===== src/rtl/cpu_run_ctrl.sv =====
// cpu_run_ctrl: run control for the MIPS core on the SYS_CLK domain.
// Instead of gating the clock, the core receives a one-cycle enable (CPU_EN).
// Features: four selectable step rates, halt, single-step, PC breakpoint,
// heartbeat and a count of issued ticks.
// Optional build macro RUN_CTRL_DEBOUNCE_EN adds a debounce filter on the
// synchronised STEP button. Without it, DEB_CYCLES has no effect.
//
// state  | meaning
// -------+---------------------------------------------------------------
// RUN    | divider counting; a tick is issued at each terminal count
// HALTED | no ticks; waiting for a step event or for HALT to drop
// STEP   | one-cycle state; the single-step tick is issued on leaving it
// BREAK  | PC reached the breakpoint; waiting for a step or BP_EN=0
module cpu_run_ctrl #(
    parameter int CNT_W      = 27,
    parameter int DIV_0      = 100000000,
    parameter int DIV_1      = 25000000,
    parameter int DIV_2      = 1000000,
    parameter int DIV_3      = 1000,
    parameter int PC_W       = 7,
    parameter int ICNT_W     = 16,
    parameter int DEB_CYCLES = 1000000
) (
    input  logic              SYS_CLK,
    input  logic              RST,
    input  logic              HALT,
    input  logic              STEP,
    input  logic [1:0]        RATE_SEL,
    input  logic              BP_EN,
    input  logic [PC_W-1:0]   BP_ADDR,
    input  logic [PC_W-1:0]   PC,
    output logic              CPU_EN,
    output logic              HB,
    output logic [1:0]        STATE,
    output logic [ICNT_W-1:0] ICNT
);

    typedef enum logic [1:0] {
        S_RUN    = 2'b00,
        S_HALTED = 2'b01,
        S_STEP   = 2'b10,
        S_BREAK  = 2'b11
    } state_t;

`ifdef RUN_CTRL_DEBOUNCE_EN
    localparam bit DEB_ON = 1'b1;
`else
    localparam bit DEB_ON = 1'b0;
`endif
    // The debounce window length only matters when the filter is built in.
    localparam int DEB_LEN = DEB_ON ? DEB_CYCLES : 1;
    localparam int DEB_W   = (DEB_LEN > 1) ? $clog2(DEB_LEN) : 1;

    state_t           state;
    logic [CNT_W-1:0] div_cnt;
    logic [CNT_W-1:0] div_tc;
    logic [1:0]       rate_q;
    logic             rate_chg;
    logic             div_hit;
    logic             bp_hit;

    logic step_s1;
    logic step_s2;
    logic step_lvl;
    logic step_lvl_d;
    logic step_evt;

    // Terminal count for the currently selected rate.
    always_comb begin
        div_tc = CNT_W'(DIV_0 - 1);
        case (RATE_SEL)
            2'd0: div_tc = CNT_W'(DIV_0 - 1);
            2'd1: div_tc = CNT_W'(DIV_1 - 1);
            2'd2: div_tc = CNT_W'(DIV_2 - 1);
            2'd3: div_tc = CNT_W'(DIV_3 - 1);
            default: div_tc = CNT_W'(DIV_0 - 1);
        endcase
    end

    assign rate_chg = (RATE_SEL != rate_q);
    assign div_hit  = (div_cnt == div_tc);
    assign bp_hit   = BP_EN && (PC == BP_ADDR);

    // Two-flop synchroniser for the asynchronous push-button.
    always_ff @(posedge SYS_CLK) begin
        if (RST) begin
            step_s1 <= 1'b0;
            step_s2 <= 1'b0;
        end else begin
            step_s1 <= STEP;
            step_s2 <= step_s1;
        end
    end

    generate
        if (DEB_ON) begin : g_deb
            logic [DEB_W-1:0] deb_cnt;
            logic             deb_lvl;

            // Debounce: the level follows the input only after it has differed
            // for DEB_LEN consecutive cycles; any return to the old level restarts the window.
            always_ff @(posedge SYS_CLK) begin
                if (RST) begin
                    deb_cnt <= DEB_W'(DEB_LEN - 1);
                    deb_lvl <= 1'b0;
                end else if (step_s2 == deb_lvl) begin
                    deb_cnt <= DEB_W'(DEB_LEN - 1);
                end else if (deb_cnt == '0) begin
                    deb_lvl <= step_s2;
                    deb_cnt <= DEB_W'(DEB_LEN - 1);
                end else begin
                    deb_cnt <= deb_cnt - 1'b1;
                end
            end

            assign step_lvl = deb_lvl;
        end else begin : g_raw
            assign step_lvl = step_s2;
        end
    endgenerate

    // Delayed copy of the step level, used for rising-edge detection.
    always_ff @(posedge SYS_CLK) begin
        if (RST) begin
            step_lvl_d <= 1'b0;
        end else begin
            step_lvl_d <= step_lvl;
        end
    end

    // The edge event is combinational, so the FSM acts on it on the third
    // edge after a clean STEP rise.
    assign step_evt = step_lvl & ~step_lvl_d;

    // Run-control FSM with the divider and registered tick, heartbeat and tick count.
    always_ff @(posedge SYS_CLK) begin
        if (RST) begin
            state   <= S_RUN;
            div_cnt <= '0;
            rate_q  <= '0;
            CPU_EN  <= 1'b0;
            HB      <= 1'b0;
            ICNT    <= '0;
        end else begin
            rate_q <= RATE_SEL;
            CPU_EN <= 1'b0;
            case (state)
                S_RUN: begin
                    if (HALT) begin
                        state <= S_HALTED;
                    end else if (rate_chg) begin
                        div_cnt <= '0;
                    end else if (div_hit) begin
                        div_cnt <= '0;
                        if (bp_hit) begin
                            state <= S_BREAK;
                        end else begin
                            CPU_EN <= 1'b1;
                            HB     <= ~HB;
                            ICNT   <= ICNT + 1'b1;
                        end
                    end else begin
                        div_cnt <= div_cnt + 1'b1;
                    end
                end
                S_HALTED: begin
                    if (step_evt) begin
                        state <= S_STEP;
                    end else if (!HALT) begin
                        state   <= S_RUN;
                        div_cnt <= '0;
                    end
                end
                S_STEP: begin
                    state  <= S_HALTED;
                    CPU_EN <= 1'b1;
                    HB     <= ~HB;
                    ICNT   <= ICNT + 1'b1;
                end
                S_BREAK: begin
                    if (step_evt) begin
                        state <= S_STEP;
                    end else if (!BP_EN) begin
                        if (HALT) begin
                            state <= S_HALTED;
                        end else begin
                            state   <= S_RUN;
                            div_cnt <= '0;
                        end
                    end
                end
                default: begin
                    state   <= S_RUN;
                    div_cnt <= '0;
                end
            endcase
        end
    end

    assign STATE = state;

endmodule


===== config.mk =====
export PLATFORM = sky130hd
export DESIGN_NAME = cpu_run_ctrl
export DESIGN_NICKNAME = d
export VERILOG_FILES = /design/src/rtl/cpu_run_ctrl.sv
export SDC_FILE = /design/constraint.sdc
export NUM_CORES = 1
export LEC_CHECK = 0
export BUFFER_PORTS_ARGS = -buffer_cell sky130_fd_sc_hd__buf_2
export CAP_MARGIN = 40
export CORE_UTILIZATION = 58
export DETAILED_ROUTE_END_ITERATION = 10
export PLACE_DENSITY = 0.8
export SLEW_MARGIN = 20
export SYNTH_ARGS = -nofsm -noshare
export SYNTH_HDL_FRONTEND = slang
export SYNTH_SLANG_ARGS = --single-unit

===== constraint.sdc =====
create_clock -name SYS_CLK -period 2.9 [get_ports SYS_CLK]
set_clock_uncertainty 0.15 [all_clocks]
set_input_delay 0.145 -clock SYS_CLK [delete_from_list [all_inputs] [get_ports SYS_CLK]]
set_output_delay 0.145 -clock SYS_CLK [all_outputs]
set_load 0.005 [all_outputs]

==> results of run 1 <==
[area by class of cell]
cell class | count | area, um^2 | area share
clock buffer | 7 | 96.3 | 0.0277
inverter | 7 | 26.3 | 0.00756
tap | 70 | 87.6 | 0.0252
timing repair buffer | 49 | 285 | 0.0821
multi-input combinational | 296 | 1940 | 0.558
sequential | 52 | 1040 | 0.300
[logic make-up after synthesis]
kind of cell             Yosys count
AO/OA/AOI/OAI                     55
multiplexers                      15
adder cells (fa/ha/maj)            7
flip-flops                        52
buffers and inverters             26
XOR/XNOR                          34
AND/OR/NAND/NOR                  185
[worst max-delay path, cell delays in order (launching register included)]
cell and delay, ns:
dfxtp_1 0.36, or4_1 0.54, mux2i_1 0.15, and3_1 0.38
nand4bb_4 0.27, a21boi_1 0.24, mux2_1 0.34
[cell usage in the layout (no fill, tap or decap), types with 3 or more instances in the layout]
master / count
buf_2: 40
nand2b_1: 4
or3_1: 3
ha_1: 7
nor2b_1: 11
a21oi_2: 3
a21oi_1: 8
and4_1: 5
and2_1: 6
nor3_1: 7
nor2_1: 55
xor2_1: 21
a31oi_1: 6
buf_4: 6
nand4_1: 12
inv_1: 7
nand3_1: 22
nand2_1: 32
and3_1: 10
dfxtp_1: 52
xnor2_1: 13
o21ai_0: 6
o211ai_1: 3
mux2i_1: 8
clkbuf_8: 7
or4_1: 5
mux2_1: 7
[metal layers]
metal  GRT usage  wire length [um]  vias to the layer above
met5           0                 0                        -
met4      0.0755                82                        0
met3      0.0495               267                        8
met2       0.449              3160                       46
met1       0.283              2850                     1295
li1            -                 -                     1396
[power breakdown]
group          internal (uW)  total (uW)  switching [uW]
Clock                    213         437             224
Sequential               728         745            17.1
Combinational           73.3         157            83.7
Total                   1010        1340             325
[worst max-delay path by stage]
stage / slack (ns) / cells after the start / to / from
5_1_grt: 0.20 / 6 / ICNT[2] / div_cnt[3]
3_3_place_gp: 0.34 / 9 / ICNT[2] / RATE_SEL[1]
4_1_cts: 0.34 / 6 / ICNT[2] / div_cnt[3]
6_report: 0.35 / 6 / ICNT[2] / div_cnt[3]
2_1_floorplan: 0.56 / 10 / ICNT[4] / RATE_SEL[1]
3_5_place_dp: 0.19 / 9 / ICNT[2] / RATE_SEL[1]
[Yosys cell counts (all sizes together), types with 5 or more instances]
cell type	number	area (um^2)
or4	5	37.5
dfxtp	52	1040
mux2i	8	80.1
mux2	7	78.8
ha	7	87.6
xnor2	13	114
xor2	21	184
buf	11	60.1
and3	10	62.6
o21ai	9	56.3
clkbuf	8	30.0
nor2	55	206
and2	6	37.5
inv	7	26.3
nand4	12	75.1
nor3	7	35.0
and4	5	43.8
nand3	22	110
a21oi	11	66.3
nor2b	11	68.8
nand2	32	120
a31oi	6	37.5
[registers in the layout, indices dropped and copies added, names as in the netlist]
signal,flops
ICNT,16
step_s1,1
step_lvl_d,1
STATE,2
CPU_EN,1
rate_q,2
step_lvl,1
div_cnt,27
HB,1
[per-stage QoR]
| stage | hold WS [ns] | total power [uW] | setup slack (ns) |
|---|---|---|---|
| 3_5_place_dp | 0.223 | 917 | 0.187 |
| 5_1_grt | 0.0533 | 1400 | 0.199 |
| 3_3_place_gp | 0.223 | 912 | 0.336 |
| 2_1_floorplan | 0.123 | 862 | 0.562 |
| 4_1_cts | 0.0262 | 1350 | 0.344 |
| 6_report | 0.0304 | 1340 | 0.349 |
[timing repair]
action | in CTS | in global routing
hold endpoints to repair | 2 | 0
setup buffers | 0 | 0
hold buffers | 2 | 0
==> qor.csv, run 1 <==
metric,value,unit
Syn Std Cell Area,3090,um^2
DR WL/cell,13.2,um
Synth cell types,60,
core area,5110,um^2
H-tree levels,2,
Hold Crit Class,in -> reg,
CTS tree,built,
DR iter-0 viols,123,
Worst-Skew Late Latency,0.31,ns
die width,75.0,um
Die Y,75.0,um
Leak,0.00141,uW
Peak VDD IR,0.226,mV
clock tree sinks,52,
Mapped Nets,402,
gp weighted congestion,0.893,
total die area,5630,um^2
largest net degree at the start of global routing,39,
FMAX,0.392,GHz
fin crit period,2.55,ns
DRC,0,
final hold viol count,0,
"Slew Viols, Final",0,
share of layout cells above drive strength 1,0.158,
xor and xnor fraction of the mapped netlist area,0.0962,
nets,439,
FILL cells,468,
Hold EP,rate_q[1],
async set-reset flop share out of synthesis,0,
final wirelength,6.36,mm
FF-to-FF path depth,6,
global route total overflow,0,
design area,3470,um^2
beginning of the worst hold path,RATE_SEL[1],
r2r startpoint,div_cnt[3],
Starting Density,0.606,
Synth-to-Final Area Change,12.3,%
setup TNS,0,ns
startpoint types,flop,
GRT Total Usage,0.244,
slew margin rel.,0.560,
Critical Path AT,2.60,ns
Main synth FF type,dfxtp_1,
CTS Buf Count,5,
clock slew at reported path FFs,0.09,ns
drt first pass iters,4,
Final Setup Violations,0,
worst path required time,2.95,ns
Root Driver,clkbuf_8,
r2r setup slk,0.35,ns
Compound-Gate Fraction of Synth Area,0.139,
P per Cell Area,386,nW/um^2
post_cts resized,0,
outcome,finished clean,
Hold Crit Depth,3,
CP Max Fanout,11,
DR vias/cell,5.71,
multiplexer area fraction after synthesis,0.0514,
fraction of the mapped netlist area in adder cells,0.0283,
register area share after synthesis,0.336,
I/O Buffers,40,
"Period Utilization, post-route",0.880,
DP HPWL,4.68,mm
"Warnings, synthesis",0,
vias in the first global route,2466,
Synth Register Bits,52,
Critical R2R Capture,ICNT[2],
initial antenna violation count,0,
"antenna viol nets, final",0,
RSZ-0062 raised after global routing,no,
post-synthesis cell count,374,
# rows,26,
Post-Layout Cell Count,481,
Max Cap Viol,0,
critical path class,reg -> reg,
Post-synth EDFFs,0,
first-pass GRT wire length,10.6,mm
Synth Area in Simple Gates,0.311,
Diodes inserted,0,
io pins,41,
Mean Syn Cell Area,8.27,um^2
actual slew at the worst max-slew pin,0.661,ns
Bufs on Longest Clock Path,2,
Vias,2745,
largest family of logic cells by synthesized area,simple AND/OR/NAND/NOR gates,
placed cell count,472,
dpl cell area,3360,um^2
Worst setup EP type,flop,
Final Util,0.680,
No activity file was read; power rests on OpenSTA's default activity.
==> inputs of run 2 (changes only) <==
--- a/config.mk
+++ b/config.mk
@@ -7,9 +7,11 @@
 export LEC_CHECK = 0
 export BUFFER_PORTS_ARGS = -buffer_cell sky130_fd_sc_hd__buf_2
 export CAP_MARGIN = 40
-export CORE_UTILIZATION = 58
+export CELL_PAD_IN_SITES_DETAIL_PLACEMENT = 1
+export CELL_PAD_IN_SITES_GLOBAL_PLACEMENT = 1
+export CORE_UTILIZATION = 43
 export DETAILED_ROUTE_END_ITERATION = 10
-export PLACE_DENSITY = 0.8
+export PLACE_DENSITY_LB_ADDON = 0.1
 export SLEW_MARGIN = 20
 export SYNTH_ARGS = -nofsm -noshare
 export SYNTH_HDL_FRONTEND = slang
==> constraint.sdc (replaced) <==
create_clock -name SYS_CLK -period 2.9 [get_ports SYS_CLK]
set_clock_uncertainty 0.15 [all_clocks]
set_input_delay 0.29 -clock SYS_CLK [delete_from_list [all_inputs] [get_ports SYS_CLK]]
set_output_delay 0.29 -clock SYS_CLK [all_outputs]
set_load 0.005 [all_outputs]
==> qor.csv, run 2 (synthesized netlist as in run 1, its figures left out) <==
metric,value,unit,change
fin crit period,2.44,ns,was 2.55 ns
Die Y,86.8,um,was 75.0 um
total die area,7540,um^2,was 5630 um^2
core area,6870,um^2,was 5110 um^2
Synth-to-Final Area Change,14.1,%,was 12.3%
initial antenna violation count,0,,unchanged
clock tree sinks,52,,unchanged
Bufs on Longest Clock Path,2,,unchanged
Starting Density,0.450,,was 0.606
actual slew at the worst max-slew pin,0.691,ns,was 0.661 ns
RSZ-0062 raised after global routing,no,,unchanged
Peak VDD IR,0.225,mV,was 0.226 mV
CTS Buf Count,5,,unchanged
max FFs per register,27,,unchanged
outcome,finished clean,,unchanged
GRT Total Usage,0.221,,was 0.244
"Period Utilization, post-route",0.843,,was 0.880
Hold Buf Count CTS,0,,was 2
Worst-Skew Late Latency,0.31,ns,about the same
largest net degree at the start of global routing,39,,unchanged
"commonest non-fill, non-tap cell in the layout",nor2_1,,unchanged
drt first pass iters,4,,unchanged
FILL cells,873,,was 468
leading registers by flop count,"div_cnt: 27 flops, ICNT: 16 flops",,unchanged
io pins,41,,unchanged
I/O Buffers,40,,unchanged
first-pass GRT wire length,13.1,mm,was 10.6 mm
DRC,0,,unchanged
FF-to-FF path depth,6,,unchanged
Diodes inserted,0,,unchanged
Hold Crit Class,in -> reg,,unchanged
Root Driver,clkbuf_8,,unchanged
# rows,30,,was 26
Hold Crit Depth,2,,was 3
clock slew at reported path FFs,0.09,ns,about the same
FMAX,0.409,GHz,was 0.392 GHz
postcts setup bufs,0,,unchanged
startpoint types,input port,,was flop
Leak,0.00143,uW,was 0.00141 uW
Worst setup EP type,flop,,unchanged
"Worst Setup Slack, final",0.456,ns,was 0.349 ns
final hold viol count,0,,unchanged
worst path required time,3.00,ns,was 2.95 ns
Biggest register,div_cnt,,unchanged
pre-CTS worst setup slack,0.107,ns,was 0.187 ns
post_cts resized,0,,unchanged
DR iter-0 viols,47,,was 123
"antenna viol nets, final",0,,unchanged
die width,86.8,um,was 75.0 um
critical path class,in -> reg,,was reg -> reg
CP Max Fanout,5,,was 11
vias in the first global route,2767,,was 2466
DR WL/cell,15.4,um,was 13.2 um
setup TNS,0,ns,unchanged
Max Cap Viol,0,,unchanged
Vias,2809,,was 2745
P per Cell Area,400,nW/um^2,was 386 nW/um^2
"Slew Viols, Final",0,,unchanged
Critical Path AT,2.54,ns,was 2.60 ns
CTS tree,built,,unchanged
nets,441,,was 439
slew margin rel.,0.539,,was 0.560
Final Setup Violations,0,,unchanged
global route total overflow,0,,unchanged
final wirelength,7.83,mm,was 6.36 mm
H-tree levels,2,,unchanged
DR vias/cell,5.51,,was 5.71
DP HPWL,5.83,mm,was 4.68 mm
"commonest non-fill, non-tap cells in the layout","nor2_1, dfxtp_1, buf_2",,unchanged
share of layout cells above drive strength 1,0.169,,was 0.158
gp weighted congestion,0.747,,was 0.893
[run 2: changes by cell type in the layout (fill, tap and decap cells not counted), sizes merged]
cell	change
buf	+4
clkbuf	-2
dlygate4sd3	-2
bufinv	+1
clkinv	+1
clkinvlp	+1
[run 2: final cells by class]
type                    count  area, um^2  area share
well taps                  96         120      0.0340
repair buffers             51         295      0.0836
flip-flops and latches     52        1040       0.295
clock buffers               5        68.8      0.0195
multi-input cells         296        1940       0.549
inverters                   7        26.3     0.00744
clock inverters             3        42.5      0.0120
[run 2: routing by layer]
layer	GRT usage	part of all wire	up-vias
li1	-	-	1399
met1	0.266	0.46	1370
met2	0.407	0.51	32
met3	0.0324	0.021	8
met4	0.0606	0.010	0
met5	0	0	-
[run 2: per-stage QoR]
| step | cell area [um^2] | total power [uW] | hold slack (ns) | cells | utilization |
|---|---|---|---|---|---|
| finish | 3530 | 1410 | 0.0406 | 510 | 0.514 |
| CTS | 3530 | 1430 | 0.0453 | 510 | 0.514 |
| global route | 3530 | 1470 | 0.0554 | 510 | 0.514 |
| floorplan | 3090 | 862 | 0.264 | 374 | - |
| global placement | 3420 | 916 | 0.279 | 502 | 0.498 |
| detailed placement | 3420 | 922 | 0.297 | 502 | 0.498 |
[run 2: power by group]
part / internal, uW / switching, uW
Sequential: 728 / 17.5
Clock: 256 / 250
Combinational: 71.7 / 87.6
Total: 1060 / 355
[run 2: final timing paths]
path	from	end	slack [ns]
worst max-delay path	RATE_SEL[0]	div_cnt[7]	0.46
worst min-delay path	STEP	step_s1	0.04
worst max register to register	div_cnt[3]	ICNT[3]	0.46
worst min register to register	step_s1	step_lvl	0.31
[run 2: worst max-delay path, stage by stage]
cell      delay (ns)
buf_2           0.12
inv_1           0.09
ha_1            0.34
or3b_1          0.18
a22oi_1         0.08
and4_1          0.28
buf_4           0.18
a211oi_2        0.43
or3b_1          0.40
a21oi_1         0.14
==> inputs of run 3 (changes only) <==
--- a/config.mk
+++ b/config.mk
@@ -5,11 +5,12 @@
 export SDC_FILE = /design/constraint.sdc
 export NUM_CORES = 1
 export LEC_CHECK = 0
+export ABC_AREA = 1
 export BUFFER_PORTS_ARGS = -buffer_cell sky130_fd_sc_hd__buf_2
 export CAP_MARGIN = 40
 export CELL_PAD_IN_SITES_DETAIL_PLACEMENT = 1
 export CELL_PAD_IN_SITES_GLOBAL_PLACEMENT = 1
-export CORE_UTILIZATION = 43
+export CORE_UTILIZATION = 42
 export DETAILED_ROUTE_END_ITERATION = 10
 export PLACE_DENSITY_LB_ADDON = 0.1
 export SLEW_MARGIN = 20
==> constraint.sdc (replaced) <==
create_clock -name SYS_CLK -period 2.56 [get_ports SYS_CLK]
set_clock_uncertainty 0.15 [all_clocks]
set_input_delay 0.256 -clock SYS_CLK [delete_from_list [all_inputs] [get_ports SYS_CLK]]
set_output_delay 0.256 -clock SYS_CLK [all_outputs]
set_load 0.005 [all_outputs]
==> qor.csv, run 3 <==
metric,value,unit,change
vias in the first global route,3621,,was 2767
pre-CTS worst setup slack,0.0577,ns,was 0.107 ns
design area,3970,um^2,was 3530 um^2
CTS Buf Count,5,,unchanged
"commonest non-fill, non-tap cells in the layout","nand2_1, nor2_1, inv_1",,"was nor2_1, dfxtp_1, buf_2"
FF-to-FF path depth,13,,was 6
"Worst Setup Slack, final",0.244,ns,was 0.456 ns
DRC,0,,unchanged
H-tree levels,2,,unchanged
clock slew at reported path FFs,0.10,ns,was 0.09 ns
max FFs per register,27,,unchanged
global route total overflow,0,,unchanged
GRT Total Usage,0.247,,was 0.221
CP Max Fanout,20,,was 5
Die Y,94.1,um,was 86.8 um
worst path required time,2.61,ns,was 3.00 ns
Post-synth top cells,"nand2_1, nor2_1, inv_1, dfxtp_1, nand3_1",,"was nor2_1, dfxtp_1, nand2_1, nand3_1, xor2_1"
share of layout cells above drive strength 1,0.227,,was 0.169
register area share after synthesis,0.292,,was 0.336
Post-synth EDFFs,0,,unchanged
Syn Std Cell Area,3560,um^2,was 3090 um^2
CTS tree,built,,unchanged
Mean Syn Cell Area,6.80,um^2,was 8.27 um^2
DR iter-0 viols,141,,was 47
Synth cell types,40,,was 60
"top cells by area, synth","dfxtp_1, nand2_1, nand3_1",,"was dfxtp_1, nor2_1, xor2_1"
I/O Buffers,40,,unchanged
outcome,finished clean,,unchanged
first-pass GRT wire length,17.1,mm,was 13.1 mm
Hold Crit Class,in -> reg,,unchanged
Synth Register Bits,52,,unchanged
Max Cap Viol,0,,unchanged
fin crit period,2.32,ns,
postcts setup bufs,0,,unchanged
gp weighted congestion,0.857,,was 0.747
Bufs on Longest Clock Path,2,,unchanged
r2r setup slk,0.24,ns,was 0.46 ns
FILL cells,1104,,was 873
critical path class,reg -> reg,,was in -> reg
FMAX,0.432,GHz,
final wirelength,10.3,mm,was 7.83 mm
setup TNS,0,ns,unchanged
Root Driver,clkbuf_8,,unchanged
Mapped Nets,552,,was 402
Starting Density,0.434,,was 0.450
Setup crit start,div_cnt[0],,was RATE_SEL[0]
DP HPWL,8.15,mm,was 5.83 mm
Leak,0.00160,uW,was 0.00143 uW
Diodes inserted,0,,unchanged
combinational share of power,0.167,,was 0.113
DR vias/cell,5.21,,was 5.51
RSZ-0062 raised after global routing,no,,unchanged
"count leader, synth",nand2_1,,was nor2_1
post-synthesis cell count,524,,was 374
core area,8220,um^2,was 6870 um^2
dpl cell area,3860,um^2,was 3420 um^2
leading registers by flop count,"div_cnt: 27 flops, ICNT: 16 flops",,unchanged
Worst setup EP type,flop,,unchanged
drt first pass iters,4,,unchanged
# rows,33,,was 30
actual slew at the worst max-slew pin,0.620,ns,was 0.691 ns
Sw Pwr,484,uW,was 355 uW
"Warnings, synthesis",0,,unchanged
Peak VDD IR,0.214,mV,was 0.225 mV
r2r startpoint,div_cnt[0],,was div_cnt[3]
P_int,1110,uW,was 1060 uW
clock tree sinks,52,,unchanged
startpoint types,flop,,was input port
Critical R2R Capture,div_cnt[7],,was ICNT[3]
total die area,8860,um^2,was 7540 um^2
Worst-Skew Late Latency,0.31,ns,about the same
Sw Ratio,0.304,,was 0.252
initial antenna violation count,0,,unchanged
die width,94.1,um,was 86.8 um
Biggest register,div_cnt,,unchanged
nets,595,,was 441
"Slew Viols, Final",0,,unchanged
final hold viol count,0,,unchanged
Synth area leader,dfxtp_1,,unchanged
"Period Utilization, post-route",0.905,,
CP endpoint,div_cnt[7],,unchanged
P per Cell Area,402,nW/um^2,was 400 nW/um^2
Vias,3509,,was 2809
"commonest non-fill, non-tap cell in the layout",nand2_1,,was nor2_1
DR WL/cell,15.3,um,was 15.4 um
sequential power share,0.526,,was 0.529
slew margin rel.,0.583,,was 0.539
clock power share,0.307,,was 0.359
async set-reset flop share out of synthesis,0,,unchanged
Main synth FF type,dfxtp_1,,unchanged
Synth-to-Final Area Change,11.3,%,was 14.1%
Final Setup Violations,0,,unchanged
post-synth top area share,0.292,,was 0.336
largest net degree at the start of global routing,27,,was 39
io pins,41,,unchanged
Critical Path AT,2.37,ns,was 2.54 ns
"antenna viol nets, final",0,,unchanged
[run 3: through the flow]
step	std cells	hold WS [ns]	util	power, uW
2_1_floorplan	524	0.213	-	1050
3_5_place_dp	664	0.250	0.470	1120
6_report	673	0.129	0.483	1590
4_1_cts	673	0.120	0.482	1620
5_1_grt	673	0.135	0.483	1680
3_3_place_gp	664	0.243	0.470	1110
[run 3: cell type report]
cell class,count,area [um^2],share of cell area
multi-input cells,394,2170,0.548
flip-flops and latches,52,1040,0.262
repair buffers,47,280,0.0706
inverters,67,251,0.0634
well taps,105,131,0.0331
clock buffers,5,68.8,0.0173
clock inverters,3,21.3,0.00536
[run 3: timing repair]
action / CTS / global route
hold buffers: 1 / 0
endpoints found under the hold margin: 1 / 0
setup endpoints to repair: 0 / 19
gates resized for setup: 0 / 2
[run 3: kinds of logic (layout without fill, tap and decap cells)]
kind of cell,after synthesis,count (layout),share of synthesized area
multiplexers,1,1,0.00281
adder cells (fa/ha/maj),7,7,0.0246
flip-flops,52,52,0.292
AO/OA/AOI/OAI,50,50,0.0835
buffers and inverters,78,122,0.100
XOR/XNOR,25,25,0.0614
AND/OR/NAND/NOR,311,311,0.435
[run 3: layer usage]
metal | vias up | GRT usage | routed length (um)
met5 | - | 0 | 0
met4 | 0 | 0.0731 | 204
met3 | 14 | 0.0348 | 245
met2 | 52 | 0.462 | 5240
met1 | 1673 | 0.287 | 4580
li1 | 1770 | - | -
[run 3: power by group through the flow]
stage | combinational [uW] | clock, uW | sequential, uW
detailed placement | 266 | 0 | 856
CTS | 268 | 517 | 838
global placement | 257 | 0 | 856
floorplan | 195 | 0 | 854
finish | 266 | 489 | 838
global route | 301 | 536 | 840
[run 3: critical path, cell delays in order, from the launching register on]
cell	delay (ns)
dfxtp_1	0.39
ha_1	0.21
nand2_1	0.18
a21oi_1	0.19
nand2_1	0.07
nor2_1	0.10
nand2_1	0.09
nor2_2	0.13
nand2_2	0.11
nand2_1	0.11
nand2_2	0.11
nand2_2	0.11
buf_12	0.17
nor3_2	0.07
[run 3: how the worst min path moves through the flow]
stage	startpoint	end	cells past startpoint
CTS	RATE_SEL[0]	rate_q[0]	3
detailed placement	step_s1	step_lvl	2
finish	RATE_SEL[0]	rate_q[0]	3
global route	RATE_SEL[1]	rate_q[1]	3
floorplan	STEP	step_s1	2
global placement	step_s1	step_lvl	2
